$ cat config.mk
export PLATFORM = sky130hd
export DESIGN_NAME = branch_sequencer_flat
export DESIGN_NICKNAME = d
export VERILOG_FILES = /design/src/rtl/branch_sequencer_if.sv /design/src/rtl/branch_sequencer.sv /design/src/flat_wrapper.sv
export SDC_FILE = /design/constraint.sdc
export NUM_CORES = 1
export LEC_CHECK = 0
export ABC_AREA = 1
export CAP_MARGIN = 20
export CORE_MARGIN = 8
export CORE_UTILIZATION = 36
export DETAILED_ROUTE_END_ITERATION = 10
export PLACE_DENSITY = 0.76
export SYNTH_ARGS = -nofsm -noshare
export SYNTH_HDL_FRONTEND = slang
export SYNTH_SLANG_ARGS = --single-unit
$ cat constraint.sdc
create_clock -name clock -period 1.3 [get_ports clock]
set_clock_uncertainty 0.2 [all_clocks]
set_input_delay 0.26 -clock clock [delete_from_list [all_inputs] [get_ports clock]]
set_output_delay 0.26 -clock clock [all_outputs]
set_load 0.05 [all_outputs]
$ cat src/rtl/branch_sequencer_if.sv
// Datapath-side bundle of the Mini SRC branch sequencer: instruction/condition inputs
// and the bus-select / register-load strobes driven by the control unit.
interface branch_sequencer_if;
    logic [31:0] ir;
    logic        con;
    logic        mem_ack;
    logic        PCout, MARin, IncPC, Zin, Zlowout, PCin;
    logic        Read, MDRin, MDRout, IRin;
    logic        Gra, Rout, CONin, Yin, Cout;
    logic        alu_add;

    modport master (
        input  ir, con, mem_ack,
        output PCout, MARin, IncPC, Zin, Zlowout, PCin,
        output Read, MDRin, MDRout, IRin,
        output Gra, Rout, CONin, Yin, Cout, alu_add
    );

    modport slave (
        output ir, con, mem_ack,
        input  PCout, MARin, IncPC, Zin, Zlowout, PCin,
        input  Read, MDRin, MDRout, IRin,
        input  Gra, Rout, CONin, Yin, Cout, alu_add
    );
endinterface

$ cat src/rtl/branch_sequencer.sv
// Control-step sequencer for one Mini SRC instruction: fetch (T0-T2) then a
// conditional-branch execute (T3-T6), with memory-wait timeout and taken-branch count.
module branch_sequencer #(
    parameter logic [4:0] OPC_BR      = 5'b10010,
    parameter int         MEM_TIMEOUT = 15
) (
    input  logic                clock,
    input  logic                reset_n,
    input  logic                start,
    branch_sequencer_if.master  dp,
    output logic                busy,
    output logic                done,
    output logic                illegal,
    output logic                fault,
    output logic [7:0]          taken_cnt
);

    localparam logic [7:0] TIMEOUT = 8'(MEM_TIMEOUT);

    typedef enum logic [3:0] {
        ST_IDLE, ST_T0, ST_T1, ST_T2, ST_DEC, ST_T3, ST_T4,
        ST_T5, ST_T6, ST_DONE, ST_ILL, ST_FAULT
    } state_t;

    state_t     state;
    state_t     next_state;
    logic [7:0] wait_cnt;
    logic       unused_ir_bits;

    assign unused_ir_bits = ^dp.ir[26:0];

    // The wait counter sits at zero outside T1, so every T1 entry starts a fresh count.
    always_ff @(posedge clock or negedge reset_n) begin
        if (!reset_n) begin
            state     <= ST_IDLE;
            wait_cnt  <= '0;
            taken_cnt <= '0;
        end else begin
            state <= next_state;
            if (state != ST_T1)
                wait_cnt <= '0;
            else if (!dp.mem_ack)
                wait_cnt <= wait_cnt + 8'd1;
            if (state == ST_T6 && dp.con)
                taken_cnt <= taken_cnt + 8'd1;
        end
    end

    always_comb begin
        next_state = state;
        dp.PCout   = 1'b0;
        dp.MARin   = 1'b0;
        dp.IncPC   = 1'b0;
        dp.Zin     = 1'b0;
        dp.Zlowout = 1'b0;
        dp.PCin    = 1'b0;
        dp.Read    = 1'b0;
        dp.MDRin   = 1'b0;
        dp.MDRout  = 1'b0;
        dp.IRin    = 1'b0;
        dp.Gra     = 1'b0;
        dp.Rout    = 1'b0;
        dp.CONin   = 1'b0;
        dp.Yin     = 1'b0;
        dp.Cout    = 1'b0;
        dp.alu_add = 1'b0;
        done       = 1'b0;
        illegal    = 1'b0;
        fault      = 1'b0;
        busy       = (state != ST_IDLE);

        case (state)
            ST_IDLE: if (start) next_state = ST_T0;
            ST_T0: begin
                dp.PCout   = 1'b1;
                dp.MARin   = 1'b1;
                dp.IncPC   = 1'b1;
                dp.Zin     = 1'b1;
                next_state = ST_T1;
            end
            // The incremented PC is written back only once, on the first T1 cycle.
            ST_T1: begin
                dp.Zlowout = (wait_cnt == 8'd0);
                dp.PCin    = (wait_cnt == 8'd0);
                dp.Read    = 1'b1;
                dp.MDRin   = 1'b1;
                if (dp.mem_ack)
                    next_state = ST_T2;
                else if (wait_cnt == TIMEOUT)
                    next_state = ST_FAULT;
            end
            ST_T2: begin
                dp.MDRout  = 1'b1;
                dp.IRin    = 1'b1;
                next_state = ST_DEC;
            end
            ST_DEC: next_state = (dp.ir[31:27] == OPC_BR) ? ST_T3 : ST_ILL;
            ST_T3: begin
                dp.Gra     = 1'b1;
                dp.Rout    = 1'b1;
                dp.CONin   = 1'b1;
                next_state = ST_T4;
            end
            ST_T4: begin
                dp.PCout   = 1'b1;
                dp.Yin     = 1'b1;
                next_state = ST_T5;
            end
            ST_T5: begin
                dp.Cout    = 1'b1;
                dp.alu_add = 1'b1;
                dp.Zin     = 1'b1;
                next_state = ST_T6;
            end
            ST_T6: begin
                dp.Zlowout = 1'b1;
                dp.PCin    = dp.con;
                next_state = ST_DONE;
            end
            ST_DONE: begin
                done       = 1'b1;
                next_state = ST_IDLE;
            end
            ST_ILL: begin
                illegal    = 1'b1;
                next_state = ST_IDLE;
            end
            ST_FAULT: begin
                fault      = 1'b1;
                next_state = ST_IDLE;
            end
            default: next_state = ST_IDLE;
        endcase
    end

endmodule

$ cat src/flat_wrapper.sv
// flat-port wrapper written by rule: the top's interface ports become plain ports
module branch_sequencer_flat 
#(
    parameter logic [4:0] OPC_BR      = 5'b10010,
    parameter int         MEM_TIMEOUT = 15
)
  (clock, reset_n, start, busy, done, illegal, fault, taken_cnt, dp_ir, dp_con, dp_mem_ack, dp_PCout, dp_MARin, dp_IncPC, dp_Zin, dp_Zlowout, dp_PCin, dp_Read, dp_MDRin, dp_MDRout, dp_IRin, dp_Gra, dp_Rout, dp_CONin, dp_Yin, dp_Cout, dp_alu_add);
  branch_sequencer_if dp_i ();
  input  logic clock;
  input  logic reset_n;
  input  logic start;
  output logic busy;
  output logic done;
  output logic illegal;
  output logic fault;
  output logic [7:0] taken_cnt;
  input wire logic [$bits(dp_i.ir)-1:0] dp_ir;
  input wire logic [$bits(dp_i.con)-1:0] dp_con;
  input wire logic [$bits(dp_i.mem_ack)-1:0] dp_mem_ack;
  output wire logic [$bits(dp_i.PCout)-1:0] dp_PCout;
  output wire logic [$bits(dp_i.MARin)-1:0] dp_MARin;
  output wire logic [$bits(dp_i.IncPC)-1:0] dp_IncPC;
  output wire logic [$bits(dp_i.Zin)-1:0] dp_Zin;
  output wire logic [$bits(dp_i.Zlowout)-1:0] dp_Zlowout;
  output wire logic [$bits(dp_i.PCin)-1:0] dp_PCin;
  output wire logic [$bits(dp_i.Read)-1:0] dp_Read;
  output wire logic [$bits(dp_i.MDRin)-1:0] dp_MDRin;
  output wire logic [$bits(dp_i.MDRout)-1:0] dp_MDRout;
  output wire logic [$bits(dp_i.IRin)-1:0] dp_IRin;
  output wire logic [$bits(dp_i.Gra)-1:0] dp_Gra;
  output wire logic [$bits(dp_i.Rout)-1:0] dp_Rout;
  output wire logic [$bits(dp_i.CONin)-1:0] dp_CONin;
  output wire logic [$bits(dp_i.Yin)-1:0] dp_Yin;
  output wire logic [$bits(dp_i.Cout)-1:0] dp_Cout;
  output wire logic [$bits(dp_i.alu_add)-1:0] dp_alu_add;
  assign dp_i.ir = dp_ir;
  assign dp_i.con = dp_con;
  assign dp_i.mem_ack = dp_mem_ack;
  assign dp_PCout = dp_i.PCout;
  assign dp_MARin = dp_i.MARin;
  assign dp_IncPC = dp_i.IncPC;
  assign dp_Zin = dp_i.Zin;
  assign dp_Zlowout = dp_i.Zlowout;
  assign dp_PCin = dp_i.PCin;
  assign dp_Read = dp_i.Read;
  assign dp_MDRin = dp_i.MDRin;
  assign dp_MDRout = dp_i.MDRout;
  assign dp_IRin = dp_i.IRin;
  assign dp_Gra = dp_i.Gra;
  assign dp_Rout = dp_i.Rout;
  assign dp_CONin = dp_i.CONin;
  assign dp_Yin = dp_i.Yin;
  assign dp_Cout = dp_i.Cout;
  assign dp_alu_add = dp_i.alu_add;
  branch_sequencer #(.OPC_BR(OPC_BR), .MEM_TIMEOUT(MEM_TIMEOUT)) u_core (.clock(clock), .reset_n(reset_n), .start(start), .dp(dp_i), .busy(busy), .done(done), .illegal(illegal), .fault(fault), .taken_cnt(taken_cnt));
endmodule
== Word level (Yosys, flattened, before mapping) ==
Cells that the tools add are included.
Storage, ports and cells
  memories kept: 0
  memory bits (writable): 0
  logic and storage cells: 49
  bits in read-only memories: 0
  flip-flop bits (word level): 20
  latch bits: 0
  output and inout port bits: 28
  input bits: 37
Operators by class
  add/sub/neg operators: 2
  multiplexer cells: 20
  shift operators: 0
  reductions and logical operators: 7
  div/mod/pow operators: 0
  multiply operators: 0
  bitwise logic cells: 0
  equality and inequality tests: 17
  order comparisons: 0
Operators with widths (number)
  case mux 4 bit (9 select lines): 1
  adder 8 x 1 -> 8 bit (second input constant): 2
  equality test 4 x 3 -> 1 bit (second input constant): 4
  equality test 4 bit (second input constant): 4
  two-way mux 4 bit: 4
  two-way mux 8 bit: 2
  two-way mux 1 bit: 11
  equality test 4 x 2 -> 1 bit (second input constant): 2
  equality test 8 x 4 -> 1 bit (second input constant): 1
  zero test 8 bit: 1
  equality test 5 bit (second input constant): 1
  equality test 4 x 1 -> 1 bit (second input constant): 1
  zero test 4 bit: 1
  != test 4 x 2 -> 1 bit (second input constant): 1
  case mux 1 bit (2 select lines): 2
  nonzero test 4 bit: 1
  OR reduction 2 bit: 2
  != test 3 x 2 -> 1 bit (second input constant): 1
  != test 2 x 1 -> 1 bit (second input constant): 1
  != test 2 bit (second input constant): 1
  AND reduction 2 bit: 1
  logical AND 1 bit: 1

== Longest topological paths before layout ==
  word-level depth: 4
  gate-level depth with buffers: 7
  gate-level depth less buffers: 7

== Least setup slack after synthesis ==
Ideal clock, no wire load.
  kind: register to output
  from: reg u_core.state[1]
  to: out dp_PCout
  buffers on the path: 0
  required time: 840 ps
  arrival time: 1972 ps
  path slack: -1132 ps
  cell stages (with the launch flop): 6
  cells stage by stage: dfrtp_1 inv_1 nand2_1 nor2_1 inv_1 o21ai_0
On the way
  cells in the longest elaborated chain, start to end: 3
  elaborated cells between the ends (all ways): 4
  classes of those cells: eq/ne (2); mux (1); reduce/logical (1)
RTL lines
  start: declaration: line branch_sequencer.sv:25  | state_t state;
  start signal: assignment: line branch_sequencer.sv:39  | state <= next_state;
  equality test 4 x 1 -> 1 bit or equality test 4 x 3 -> 1 bit (tied branches): line branch_sequencer.sv:72  | case (state)
  OR reduction 2 bit (no line) (*)
  two-way mux 1 bit (*): line branch_sequencer.sv:72
  end: declaration: line flat_wrapper.sv:20  | output wire logic [$bits(dp_i.PCout)-1:0] dp_PCout;
Mark *: on every way between the ends. The rest lies on a longest branch, timed or not.

== Worst setup path in the final report ==
  from: reg u_core.state[3]
  to: out dp_Zlowout
On the way
  cells in the longest elaborated chain, start to end: 2
  elaborated cells between the ends (all ways): 3
  classes of those cells: eq/ne (2); mux (1)
RTL lines
  equality test 4 bit or equality test 4 x 2 -> 1 bit (tied branches): line branch_sequencer.sv:72
  case mux 1 bit (2 select lines) (*): line branch_sequencer.sv:72
  end: declaration: line flat_wrapper.sv:24  | output wire logic [$bits(dp_i.Zlowout)-1:0] dp_Zlowout;
Marked as above.

==> impl_metrics.json <==
{
  "leakage_nw": 1.27,
  "crit_fanout": 2,
  "firstDrtPassIters": 4,
  "status": "finished with violations",
  "crit_chain": "nor2_2 > nand2_2 > nor2_4 > nand3_4 > nand2_4 > buf_12",
  "period_needed_ns": 1.93,
  "numCtsBuffers": 3,
  "worstRegToRegCells": 9,
  "async_flop_share_pct": 100,
  "rr_startpoint": "u_core.state[1]",
  "grt_pass1_vias": 1686,
  "hold_viol_final": 0,
  "antenna_left": 0,
  "worstHoldPathType": "in -> async",
  "grt_usage_pct": 16.7,
  "antenna_cells": 0,
  "ctsHoldBuffers": 0,
  "dieArea_um2": 5760,
  "overflow": 0,
  "yosysTopAreaCellShare_pct": 38.7,
  "yosysTopAreaCell": "dfrtp_1",
  "syn_to_final_growth_pct": 113,
  "via_count": 1582,
  "num_rows": 21,
  "cp.arrival_ns": 1.47,
  "setup_slack_ns": -0.628,
  "violations": "negative setup slack",
  "core-area_um2": 3390,
  "wl_per_cell_um": 15.6,
  "period_share_pct": 148,
  "syn_inst": 188,
  "power_mw": 5.80,
  "critical_path_buf_inv_count": 1,
  "cts-htree-levels": 1,
  "nets": 311,
  "path_clk_slew_ns": 0.13,
  "num-fill-cells": 172,
  "drt-initial-drc-count": 90,
  "syn_avg_cell_area_um2": 6.87,
  "grt_pass1_wl_um": 8160,
  "synth_most_common_cell": "nand2_1",
  "place.gp.congestion": 0.859,
  "syn_area_um2": 1290,
  "crit_type": "reg -> out",
  "ys_ff_latch": 20,
  "ys_warn_count": 0,
  "die_x_um": 75.9,
  "slew_headroom_pct": 83.2,
  "maxCapViolations": 0,
  "cp-end-kind": "primary output",
  "synthTopCellsByCount": "nand2_1, nor2_1, inv_1, dfrtp_1, nand3_1",
  "clk_latency_ns": 0.32,
  "critPathLaunchType": "register",
  "crit_slowest_cell": "dfrtp_1",
  "ys_types": 21,
  "port_buffers": 37,
  "start_util_pct": 38.1,
  "synth_nets": 228,
  "synth_edf_count": 0,
  "yosysSeqAreaShare_pct": 38.7,
  "die_y_um": 75.9,
  "cp.required_ns": 0.84,
  "grt_max_degree": 21,
  "synth.top_cells.by_area": "dfrtp_1, nand2_1, nor2_1, inv_1, nand3_1",
  "clock-root-buffer": "clkbuf_4",
  "clock.fmax_mhz": 519,
  "pwr_density_cell_nw_per_um2": 2100,
  "numClockSinks": 20,
  "slew_viol_final": 0,
  "critPathTopFamily": "simple AND/OR/NAND/NOR gates",
  "crit_start": "u_core.state[3]",
  "antenna_found_initial": 0,
  "drc": 0,
  "grt_setup_unrepaired": "yes",
  "io_pins": 65,
  "post-route-util_pct": 81.4,
  "cpPeakStageDelay_ns": 0.43,
  "worst_pin_slew_ns": 0.252,
  "via_per_inst": 5.01,
  "setup_viol": 48,
  "vdd_drop_max_uv": 1650,
  "crit_cells": 6,
  "synth_ff_type": "dfrtp_1",
  "cts_tree": "yes",
  "cts_buffer_depth": 2,
  "drive_gt1_share_pct": 53.3,
  "wl_um": 4930,
  "dpl.hpwl_um": 3110
}
## path summary, 6_finish.rpt
path                                             to  slack [ns]
max in group asynchronous           u_core.state[0]        0.67
worst max-delay path                     dp_Zlowout       -0.63
worst min-delay path            u_core.taken_cnt[2]        0.06
worst min register to register   u_core.wait_cnt[7]        0.39
worst max register to register      u_core.state[0]       -0.34
min in group clock               u_core.wait_cnt[7]        0.39
## cell type report
class                   instances  area [um^2]  area share (%)
well taps                      46         57.6            2.09
multi-input cells             134          950            34.4
repair buffers                 84         1060            38.5
clock inverters                 1         30.0            1.09
inverters                      28          128            4.63
clock buffers                   3         22.5           0.816
flip-flops and latches         20          510            18.5
## power by group
group          leakage (nW)  internal (mW)  total, mW  switching, mW
sequential            0.259          0.733      0.844          0.111
combinational         0.981           2.03       4.43           2.40
clock                0.0279          0.312      0.525          0.213
total                  1.27           3.08       5.80           2.72
## flip-flops by register name, indices dropped and copies added (netlist names)
signal and flops:
u_core.state 4, u_core.wait_cnt 8, u_core.taken_cnt 8
## layer usage
layer  part of all wire (%)  track usage [%]  routed length, um
met1                     37             17.2               1830
met2                     56             32.9               2760
met3                    4.2             2.24                206
met4                    2.6             6.27                129
met5                      0                0                  0
## cell usage in the layout, fill, tap and decap left out, types with 2 or more instances in the layout
master and n:
nand2_1 42, buf_4 35, buf_12 29, inv_1 21
nor2_1 18, nor2_4 16, dfrtp_1 12, nand3_1 11
buf_6 10, clkdlybuf4s50_1 9, dfrtp_2 8, nand2_4 7
nand2_2 6, o21ai_2 4, nand2_8 3, inv_2 3
nor2_2 3, nand4_1 3, a21oi_2 3, clkbuf_4 3
inv_8 2, nand3_4 2, o21ai_4 2, nor3_1 2
ha_4 2
## metrics by stage
stage	area, um^2	cells	setup TNS [ns]	hold slack (ns)	worst slack, ns
after floorplan	1460	188	-5.90	-0.236	-0.354
after global placement	2340	295	-8.85	0.338	-0.318
after detailed placement	2340	295	-9.88	0.353	-0.337
after CTS	2670	314	-14.91	0.0717	-0.597
after global routing	2760	316	-19.46	0.0875	-0.678
final	2760	316	-16.74	0.0578	-0.628
## logic make-up after synthesis
| kind of cell | Yosys count | synth area share [%] |
|---|---|---|
| compound gates | 13 | 6.39 |
| xor+xnor | 2 | 1.36 |
| fa+ha+maj | 3 | 2.90 |
| buf+inv | 34 | 11.7 |
| flops | 20 | 38.7 |
| simple gates | 116 | 38.9 |
## timing repair
action,4_1_cts,5_1_grt
endpoints found under the hold margin,0,0
buffers inserted,16,2
pin swaps,15,10
resized for setup,41,17
endpoints found under the setup margin,48,48
Note: power is estimated with default switching activity, not from simulation.
